File: config.mk
export PLATFORM = sky130hd
export DESIGN_NAME = gpu_blitter
export DESIGN_NICKNAME = d
export VERILOG_FILES = /design/src/rtl/gpu_blitter.sv
export SDC_FILE = /design/constraint.sdc
export NUM_CORES = 2
export LEC_CHECK = 0
export CAP_MARGIN = 10
export CORE_MARGIN = 5
export CORE_UTILIZATION = 60
export CTS_CLUSTER_DIAMETER = 50
export CTS_CLUSTER_SIZE = 10
export DETAILED_ROUTE_END_ITERATION = 6
export HOLD_SLACK_MARGIN = 0.08
export PLACE_DENSITY = 0.91
export SETUP_SLACK_MARGIN = 0.05
export SYNTH_ARGS = -nofsm -noshare
export SYNTH_HDL_FRONTEND = slang
export SYNTH_SLANG_ARGS = --single-unit
File: constraint.sdc
create_clock -name clk -period 15.4 [get_ports clk]
set_input_delay 3.08 -clock clk [delete_from_list [all_inputs] [get_ports clk]]
set_output_delay 3.08 -clock clk [all_outputs]
set_load 0.01 [all_outputs]
File: src/rtl/gpu_blitter.sv
// gpu_blitter: sprite blitter for the Hans2 graphics path.
// It copies a clipped rectangle from a spritesheet to the framebuffer, or it
// fills the whole framebuffer with one colour. Memory reads have a fixed
// latency of MEM_LAT cycles, and the destination coordinates travel in a
// matching delay line.
// Optional feature: define GPU_FLIP_EN to honour ctrl_flip (horizontal and
// vertical sprite flip). When it is undefined, ctrl_flip is ignored.
//
// Handshake: ctrl_draw and ctrl_clear are single-cycle strobes. They are
// accepted only in IDLE, where ctrl_busy is 0. While ctrl_busy is 1 they are
// dropped, not queued. mem_req is a valid with no ready: the memory must
// return mem_rdata exactly MEM_LAT cycles after each request. fb_write is a
// valid with no ready: the framebuffer takes a pixel in every cycle that
// fb_write is high.
module gpu_blitter #(
   parameter int FB_WIDTH  = 160,
   parameter int FB_HEIGHT = 120,
   parameter int MEM_LAT   = 2,
   localparam int XW = $clog2(FB_WIDTH),
   localparam int YW = $clog2(FB_HEIGHT)
) (
   input  logic          clk,
   input  logic          rstn,
   output logic          mem_req,
   output logic [31:0]   mem_addr,
   input  logic [15:0]   mem_rdata,
   input  logic [31:0]   ctrl_address,
   input  logic [15:0]   ctrl_src_x,
   input  logic [15:0]   ctrl_src_y,
   input  logic [15:0]   ctrl_sheetsize,
   input  logic [15:0]   ctrl_width,
   input  logic [15:0]   ctrl_height,
   input  logic [15:0]   ctrl_x,
   input  logic [15:0]   ctrl_y,
   input  logic [1:0]    ctrl_flip,
   input  logic          ctrl_draw,
   input  logic [15:0]   ctrl_clear_color,
   input  logic          ctrl_clear,
   output logic          ctrl_busy,
   output logic [XW-1:0] fb_x,
   output logic [YW-1:0] fb_y,
   output logic [15:0]   fb_color,
   output logic          fb_write,
   output logic [1:0]    dbg_state
);

   typedef enum logic [1:0] {IDLE = 2'd0, FETCH = 2'd1, DRAIN = 2'd2, FILL = 2'd3} state_t;

   state_t        state;
   logic [31:0]   base_q;
   logic [15:0]   src_x_q, src_y_q, pitch_q, w_q, h_q, x_q, y_q;
   logic [15:0]   col, row;
   logic [1:0]    drain_cnt;
   logic          req_ok;
   logic [XW-1:0] req_x;
   logic [YW-1:0] req_y;
   logic          fill_write;
   logic [XW-1:0] fill_x;
   logic [YW-1:0] fill_y;
   logic [15:0]   fill_color;

   logic [MEM_LAT-1:0] p_ok;
   logic [XW-1:0]      p_x [MEM_LAT];
   logic [YW-1:0]      p_y [MEM_LAT];

   // In IDLE the first pixel is issued straight from the ctrl inputs.
   // After that, the latched copies are used.
   logic          idle;
   logic [31:0]   e_base;
   logic [15:0]   e_src_x, e_src_y, e_pitch, e_x, e_y;
   logic [15:0]   issue_col, issue_row, sx, sy, dx, dy;
   logic [31:0]   row_idx, addr_c;
   logic          last_col, last_px, in_range;

   assign idle    = (state == IDLE);
   assign e_base  = idle ? ctrl_address   : base_q;
   assign e_src_x = idle ? ctrl_src_x     : src_x_q;
   assign e_src_y = idle ? ctrl_src_y     : src_y_q;
   assign e_pitch = idle ? ctrl_sheetsize : pitch_q;
   assign e_x     = idle ? ctrl_x         : x_q;
   assign e_y     = idle ? ctrl_y         : y_q;

   assign last_col = (col == w_q - 16'd1);
   assign last_px  = last_col && (row == h_q - 16'd1);

   // Pick the pixel issued at the next edge: (0,0) on acceptance,
   // otherwise the row-major successor of the current pixel.
   always_comb begin
      issue_col = 16'd0;
      issue_row = 16'd0;
      if (!idle) begin
         if (last_col) begin
            issue_col = 16'd0;
            issue_row = row + 16'd1;
         end else begin
            issue_col = col + 16'd1;
            issue_row = row;
         end
      end
   end

`ifdef GPU_FLIP_EN
   logic [1:0]  flip_q;
   logic [1:0]  e_flip;
   logic [15:0] e_w, e_h;
   assign e_flip = idle ? ctrl_flip   : flip_q;
   assign e_w    = idle ? ctrl_width  : w_q;
   assign e_h    = idle ? ctrl_height : h_q;
   assign sx = e_flip[0] ? (e_w - 16'd1 - issue_col) : issue_col;
   assign sy = e_flip[1] ? (e_h - 16'd1 - issue_row) : issue_row;
`else
   logic unused_flip;
   assign unused_flip = ^ctrl_flip;
   assign sx = issue_col;
   assign sy = issue_row;
`endif

   assign row_idx  = {16'd0, e_src_y} + {16'd0, sy};
   assign addr_c   = e_base + row_idx * {16'd0, e_pitch} + {16'd0, e_src_x} + {16'd0, sx};
   assign dx       = e_x + issue_col;
   assign dy       = e_y + issue_row;
   assign in_range = !dx[15] && (dx < 16'(FB_WIDTH)) && !dy[15] && (dy < 16'(FB_HEIGHT));

   // Control FSM: accepts commands, steps the read and fill counters,
   // and registers mem_req, mem_addr and ctrl_busy.
   always_ff @(posedge clk) begin
      if (!rstn) begin
         state      <= IDLE;
         ctrl_busy  <= 1'b0;
         mem_req    <= 1'b0;
         mem_addr   <= 32'd0;
         req_ok     <= 1'b0;
         req_x      <= '0;
         req_y      <= '0;
         col        <= 16'd0;
         row        <= 16'd0;
         drain_cnt  <= 2'd0;
         fill_write <= 1'b0;
         fill_x     <= '0;
         fill_y     <= '0;
         fill_color <= 16'd0;
         base_q     <= 32'd0;
         src_x_q    <= 16'd0;
         src_y_q    <= 16'd0;
         pitch_q    <= 16'd0;
         w_q        <= 16'd0;
         h_q        <= 16'd0;
         x_q        <= 16'd0;
         y_q        <= 16'd0;
`ifdef GPU_FLIP_EN
         flip_q     <= 2'd0;
`endif
      end else begin
         case (state)
            IDLE: begin
               if (ctrl_clear) begin
                  state      <= FILL;
                  ctrl_busy  <= 1'b1;
                  fill_write <= 1'b1;
                  fill_x     <= '0;
                  fill_y     <= '0;
                  fill_color <= ctrl_clear_color;
               end else if (ctrl_draw) begin
                  ctrl_busy <= 1'b1;
                  base_q    <= ctrl_address;
                  src_x_q   <= ctrl_src_x;
                  src_y_q   <= ctrl_src_y;
                  pitch_q   <= ctrl_sheetsize;
                  w_q       <= ctrl_width;
                  h_q       <= ctrl_height;
                  x_q       <= ctrl_x;
                  y_q       <= ctrl_y;
`ifdef GPU_FLIP_EN
                  flip_q    <= ctrl_flip;
`endif
                  if (ctrl_width == 16'd0 || ctrl_height == 16'd0) begin
                     state     <= DRAIN;
                     drain_cnt <= 2'd0;
                  end else begin
                     state    <= FETCH;
                     mem_req  <= 1'b1;
                     mem_addr <= addr_c;
                     req_ok   <= in_range;
                     req_x    <= dx[XW-1:0];
                     req_y    <= dy[YW-1:0];
                     col      <= issue_col;
                     row      <= issue_row;
                  end
               end
            end
            FETCH: begin
               if (last_px) begin
                  state     <= DRAIN;
                  mem_req   <= 1'b0;
                  req_ok    <= 1'b0;
                  drain_cnt <= 2'd0;
               end else begin
                  mem_addr <= addr_c;
                  req_ok   <= in_range;
                  req_x    <= dx[XW-1:0];
                  req_y    <= dy[YW-1:0];
                  col      <= issue_col;
                  row      <= issue_row;
               end
            end
            DRAIN: begin
               if (drain_cnt == 2'(MEM_LAT - 1)) begin
                  state     <= IDLE;
                  ctrl_busy <= 1'b0;
               end else begin
                  drain_cnt <= drain_cnt + 2'd1;
               end
            end
            FILL: begin
               if (fill_x == XW'(FB_WIDTH - 1) && fill_y == YW'(FB_HEIGHT - 1)) begin
                  state      <= IDLE;
                  ctrl_busy  <= 1'b0;
                  fill_write <= 1'b0;
               end else if (fill_x == XW'(FB_WIDTH - 1)) begin
                  fill_x <= '0;
                  fill_y <= fill_y + YW'(1);
               end else begin
                  fill_x <= fill_x + XW'(1);
               end
            end
            default: state <= IDLE;
         endcase
      end
   end

   // Delay line that carries each request's destination until its read data returns.
   always_ff @(posedge clk) begin
      if (!rstn) begin
         p_ok <= '0;
         for (int i = 0; i < MEM_LAT; i++) begin
            p_x[i] <= '0;
            p_y[i] <= '0;
         end
      end else begin
         p_ok[0] <= mem_req & req_ok;
         p_x[0]  <= req_x;
         p_y[0]  <= req_y;
         for (int i = 1; i < MEM_LAT; i++) begin
            p_ok[i] <= p_ok[i-1];
            p_x[i]  <= p_x[i-1];
            p_y[i]  <= p_y[i-1];
         end
      end
   end

   // Draw data takes the framebuffer port when a delayed request lands.
   // Otherwise the fill registers drive it.
   always_comb begin
      fb_write = fill_write | (p_ok[MEM_LAT-1] & mem_rdata[0]);
      fb_x     = p_ok[MEM_LAT-1] ? p_x[MEM_LAT-1] : fill_x;
      fb_y     = p_ok[MEM_LAT-1] ? p_y[MEM_LAT-1] : fill_y;
      fb_color = p_ok[MEM_LAT-1] ? mem_rdata      : fill_color;
   end

   assign dbg_state = state;

endmodule

## After elaboration in Yosys (flattened, before gate mapping)

Memories as Yosys holds them, arrays and structs flattened.
Cells that the tools add are included.

- Bitwise logic cells: 8
- Mux-type cells: 82
- Add/sub/neg operators: 13
- Reduce and logical (&&, ||, !) cells: 26
- Eq/ne operators: 21
- $mul: 1
- Order comparisons: 2

Operators by type and width:

| cell | number |
|---|---|
| 2-to-1 mux 16 bit | 18 |
| 2-to-1 mux 32 bit | 5 |
| 2-to-1 mux 8 bit | 10 |
| 2-to-1 mux 7 bit | 10 |
| adder 32 x 16 -> 32 bit | 2 |
| one-hot mux 16 bit (2 select lines) | 2 |
| one-hot mux 32 bit (2 select lines) | 1 |
| adder 16 x 1 -> 16 bit (second input constant) | 2 |
| adder 16 bit | 2 |
| adder 32 bit | 1 |
| == test 16 bit | 2 |
| zero test 16 bit | 2 |
| multiplier 17 x 16 -> 32 bit | 1 |
| one-hot mux 8 bit (2 select lines) | 2 |
| subtractor 16 x 1 -> 16 bit (second input constant) | 2 |
| one-hot mux 7 bit (2 select lines) | 2 |
| 2-to-1 mux 2 bit | 11 |
| inequality test 2 bit (second input constant) | 11 |
| adder 16 x 16 -> 17 bit | 1 |
| less-than comparator 16 x 7 -> 1 bit (second input constant) | 1 |
| less-than comparator 16 x 8 -> 1 bit (second input constant) | 1 |
| AND reduction 4 bit | 4 |
| 2-to-1 mux 1 bit | 15 |
| AND reduction 5 bit | 2 |
| 25 further kinds | 43 |

- Output and inout port bits: 68
- Memory bits (writable): 30
- Flip-flop bits (word level): 264
- Memories kept: 2
- Bits of input ports: 182
- Word-level logic and storage cells: 178

Memory list:

| name | words | width | read ports | clocked after Yosys merged registers in | write ports | line | RTL |
|---|---|---|---|---|---|---|---|
| p_x | 2 | 8 | 2 | 0 | 2 | 63 | `logic [XW-1:0] p_x [MEM_LAT];` |
| p_y | 2 | 7 | 2 | 0 | 2 | 64 | `logic [YW-1:0] p_y [MEM_LAT];` |

## Logic depth before layout (Yosys ltp)

- Depth after elaboration: 13
- Mapped depth: 49
- Mapped depth without buffers: 47

## Worst setup path after synthesis

Ideal clock, no wire load.

- Path type: input-to-reg
- Start point: in ctrl_src_y[1]
- End point: reg mem_addr[31]
- Cell stages on the path: 37
- Library setup time: 0.091 ns
- Arrival time: 11.670 ns
- Setup slack: 3.639 ns
- Buffers on the path: 0
- Required time: 15.309 ns
- Cells stage by stage: mux2i_1 -> inv_1 -> ha_1 -> a21o_1 -> a21oi_1 -> o21bai_1 -> a21oi_1 -> o21bai_1 -> and2_1 -> or3_1 -> o221ai_1 -> nand2b_1 -> a21o_1 -> xnor2_1 -> nor2_1 -> fa_1 -> fa_1 -> inv_1 -> fa_1 -> inv_1 -> fa_1 -> fa_1 -> inv_1 -> fa_1 -> inv_1 -> ha_1 -> and3_1 -> nand3_1 -> a21oi_1 -> o41ai_1 -> a21oi_1 -> nand2b_1 -> a41oi_1 -> o211a_1 -> mux2i_1 -> or4_1 -> a311oi_1

- Cells in the longest elaborated chain, start to end: 10
- Elaborated cells between the ends (all ways): 11
- Classes of those cells: add/sub: 4; mul: 1; mux: 6

Ends and longest elaborated chain:

| what | line | RTL |
|---|---|---|
| from (decl) | 29 | `input logic [15:0] ctrl_src_y,` |
| 2-to-1 mux 16 bit (*) | 78 | `assign e_src_y = idle ? ctrl_src_y : src_y_q;` |
| adder 16 x 16 -> 17 bit (*) | 118 | `assign row_idx = {16'd0, e_src_y} + {16'd0, sy};` |
| multiplier 17 x 16 -> 32 bit (*) | 119 | `assign addr_c = e_base + row_idx * {16'd0, e_pitch} + {16'd0, e_src_x} + {16'd0, sx};` |
| adder 32 bit (*) | 119 |  |
| adder 32 x 16 -> 32 bit (*) (2 in a row) | 119 |  |
| 2-to-1 mux 32 bit | 176 | `if (ctrl_width == 16'd0 \|\| ctrl_height == 16'd0) begin` |
| 2-to-1 mux 32 bit | 163 | `end else if (ctrl_draw) begin` |
| 2-to-1 mux 32 bit | 156 | `if (ctrl_clear) begin` |
| one-hot mux 32 bit (2 select lines) (*) | 154 | `case (state)` |
| to (signal assigned) | 182 | `mem_addr <= addr_c;` |
| to (signal assigned) | 198 | `mem_addr <= addr_c;` |
| to (decl) | 25 | `output logic [31:0] mem_addr,` |

Mark *: on every way between the ends. The rest lies on a longest branch, timed or not. The select of a mux whose other input is x is not followed.
A chain may end at the register's enable or synchronous reset.

## Worst setup path in the final report

Ends and elaborated chain as after synthesis.

==> reports/metrics.cfg <==
[outcome]
outcome=finished, final reports clean

[global_routing]
antenna_violations_before_repair=1
grt_usage_pct=31.6
first_global_vias=23000
grt_first_pass_wirelength_mm=121
grt.overflow.total=0
grt_max_degree=147

[cts]
clock_sink_count=294
h-tree-depth=2
clk_latency_ns=0.58
numCtsBuffers=41
cts_repair_resize_count=0
clockBufferDepth=3
cts.clk_slew.worst_paths_ns=0.06
cts_hold_buf=0
cts_post_setup_buffers_inserted=0
clock_tree_from_tritoncts=yes
cts.root.buffer_cell=clkbuf_16

[finish]
antenna_cells=0
flow.area_growth_from_synthesis_pct=15.7
stdcell_area_um2=30400
final_net_count=4088
drive_above_1_share_pct=4.18
final-instance-count-excl-fill=4082
fill_cells=3135

[sta]
worst_case_headroom_to_the_max_slew_limit_pct=7.22
fin_hold_ws_ns=0.429
maxClockFrequency_ghz=0.0753
final_hold_viol_count=0
tightest_slew_ns=1.35
final_min_period_over_clock_period_pct=86.3
post-route-worst-setup-slack_ns=2.12
drv_slew=0
period_minus_slack_ns=13.28
setup_repair_after_global_routing_missed_its_margin=false
final-setup-viol-count=0
clock_skew_ns=0.0322
finalSetupTns_ns=0

[floorplanning]
i_o_pins=250
fp.dieArea_um2=48100
num_rows=76
initial_utilization_pct=60.8
fp.dieH_um=219
core_area_um2=43300
die_x_um=219

[pwr]
worst_ir_drop_vdd_v=0.000267
p_leak_nw=13.6
power.density_nw_per_um2=220

[critical_path]
timing.critical_path.buf_inv=8
critical_path_sink_type=flop
cp-start-kind=input port
critical_path.slowest_cell=xor2_1
critPathTopFamily=adder cells
critical_path_class=in2reg
timing.critical_path.slowest_cell_delay_ns=0.84
worst_ep_required_time_ns=15.87
cpMostUsedCell=inv_1
worstPathMaxFanout=10
critPathArrivalTime_ns=13.75

[detailed_routing]
finalWirelength_mm=76.6
drt_iter0_drc=2586
detail_route.vias_per_cell=5.77
postRouteAntennaNets=0
drcViolationCount=0
drt_pass1_iterations=5
dr_total_vias=23500
route.detailed.wl_per_inst_um=18.8

[logic_synthesis]
postSynth.asyncResetShare_pct=0
sequential_element_share_of_the_synthesized_area_pct=22.4
yosys.cell_types.count=78
dominantRegCellSynth=dfxtp_1
synth_edf_count=0
synth_seq_cells=294
ys_warn_count=0
netlist_area_um2=26300
postSynthAreaPerCell_um2=7.91
postSynthCellCount=3326
syn-num-nets=3934

[flow_run]
maxCapViolations=0

[placement]
dp_hpwl_mm=58.8
placement.setup.worst_slack_ns=1.81
port-buffer-count=247
placed_area_um2=29100
dp_cells=4022
place_congestion=0.970

[hold_path]
class_of_the_worst_hold_path=reg2reg

[path summary, 6_finish.rpt]
path	from	slack, ns	depth (start not counted)	endpoint
worst min register to register	p_x[0][4]	0.43	1	p_x[0][12]
worst min-delay path	p_x[0][4]	0.43	1	p_x[0][12]
worst max register to register	w_q[0]	2.12	45	mem_addr[31]
worst max-delay path	ctrl_src_y[1]	2.12	38	mem_addr[31]
[cells in the mapped netlist, types with 30 or more instances]
cell / n / share of area [%]
nand3_1: 38 / 0.72
nand2_1: 779 / 11
clkbuf_1: 138 / 2.0
o21ai_0: 39 / 0.74
dfxtp_1: 294 / 22
nor2_1: 295 / 4.2
ha_1: 153 / 7.3
fa_1: 273 / 21
mux2_2: 34 / 1.5
mux2i_1: 74 / 2.8
xor2_1: 60 / 2.0
nor3_1: 31 / 0.59
xnor2_1: 90 / 3.0
nand2b_1: 30 / 0.71
and2_1: 54 / 1.3
a21oi_1: 259 / 4.9
inv_1: 389 / 5.6
[registers in the layout, indices dropped and copies added, names as in the netlist, 2 cells and up]
name        cells
mem_addr       32
fill_x          8
fill_y          7
h_q            16
src_x_q        16
base_q         32
req_y           7
row            16
p_ok            2
fill_color     16
drain_cnt       2
y_q            16
dbg_state       2
pitch_q        16
w_q            16
x_q            16
req_x           8
col            16
src_y_q        16
p_x            16
p_y            14
[where the power goes]
group / internal (mW) / switching (mW) / total [mW]
Combinational: 1.97 / 2.90 / 4.88
Clock: 0.563 / 0.362 / 0.925
Sequential: 0.844 / 0.0553 / 0.900
[per-stage QoR]
stage	util, %	total power, mW
2_1_floorplan	-	4.41
3_3_place_gp	67.3	5.42
3_5_place_dp	67.3	5.65
4_1_cts	70.3	6.64
5_1_grt	70.3	7.30
6_report	70.3	6.70
[worst register-to-register path: cells and delay by family, from the launching register on]
kind	cells	cell delay, ns
fa+ha+maj	9	3.94
xor+xnor	2	1.06
simple gates	13	3.63
compound gates	13	3.59
mux	1	0.13
flops	1	0.39
buf+inv	7	0.44
[logic make-up (layout without fill, tap and decap cells)]
| kind of cell | Yosys count | after routing | synth area share, % |
|---|---|---|---|
| DFF | 294 | 294 | 22.4 |
| buffers and inverters | 545 | 716 | 7.83 |
| adders and majority gates | 426 | 426 | 28.1 |
| muxes | 110 | 110 | 4.37 |
| AOI/OAI and AO/OA | 450 | 450 | 10.3 |
| xor gates and xnor gates | 150 | 150 | 4.99 |
| and+or+nand+nor | 1351 | 1351 | 22.1 |
[cell type report]
| cell class | count | area (um2) | share of cell area [%] |
|---|---|---|---|
| clock inverters | 15 | 243 | 0.798 |
| inverters | 390 | 1470 | 4.84 |
| flip-flops and latches | 294 | 5890 | 19.3 |
| repair buffers | 266 | 2630 | 8.64 |
| multi-input cells | 2487 | 18400 | 60.5 |
| well taps | 585 | 732 | 2.41 |
| clock buffers | 45 | 1060 | 3.49 |
[placed cells by master (no fill, tap or decap), drive strengths merged, types with 31 or more instances in the layout]
master         count
o21ai             41
dfxtp            294
a21oi            259
nand3             38
and2              54
inv              394
nand2            779
clkbuf            45
clkdlybuf4s50    247
xnor2             90
nor3              31
mux2              35
fa               273
nor2             295
mux2i             75
ha               153
xor2              60
[routing by layer]
metal / vias to the layer above / part of all wire (%) / global-route usage, %
met2: 1334 / 43 / 48.0
met5: - / 0.017 / 0
met3: 224 / 13 / 10.0
li1: 10900 / - / -
met4: 2 / 4.6 / 12.9
met1: 11100 / 39 / 42.0
Power figures use the tool's default switching activity.
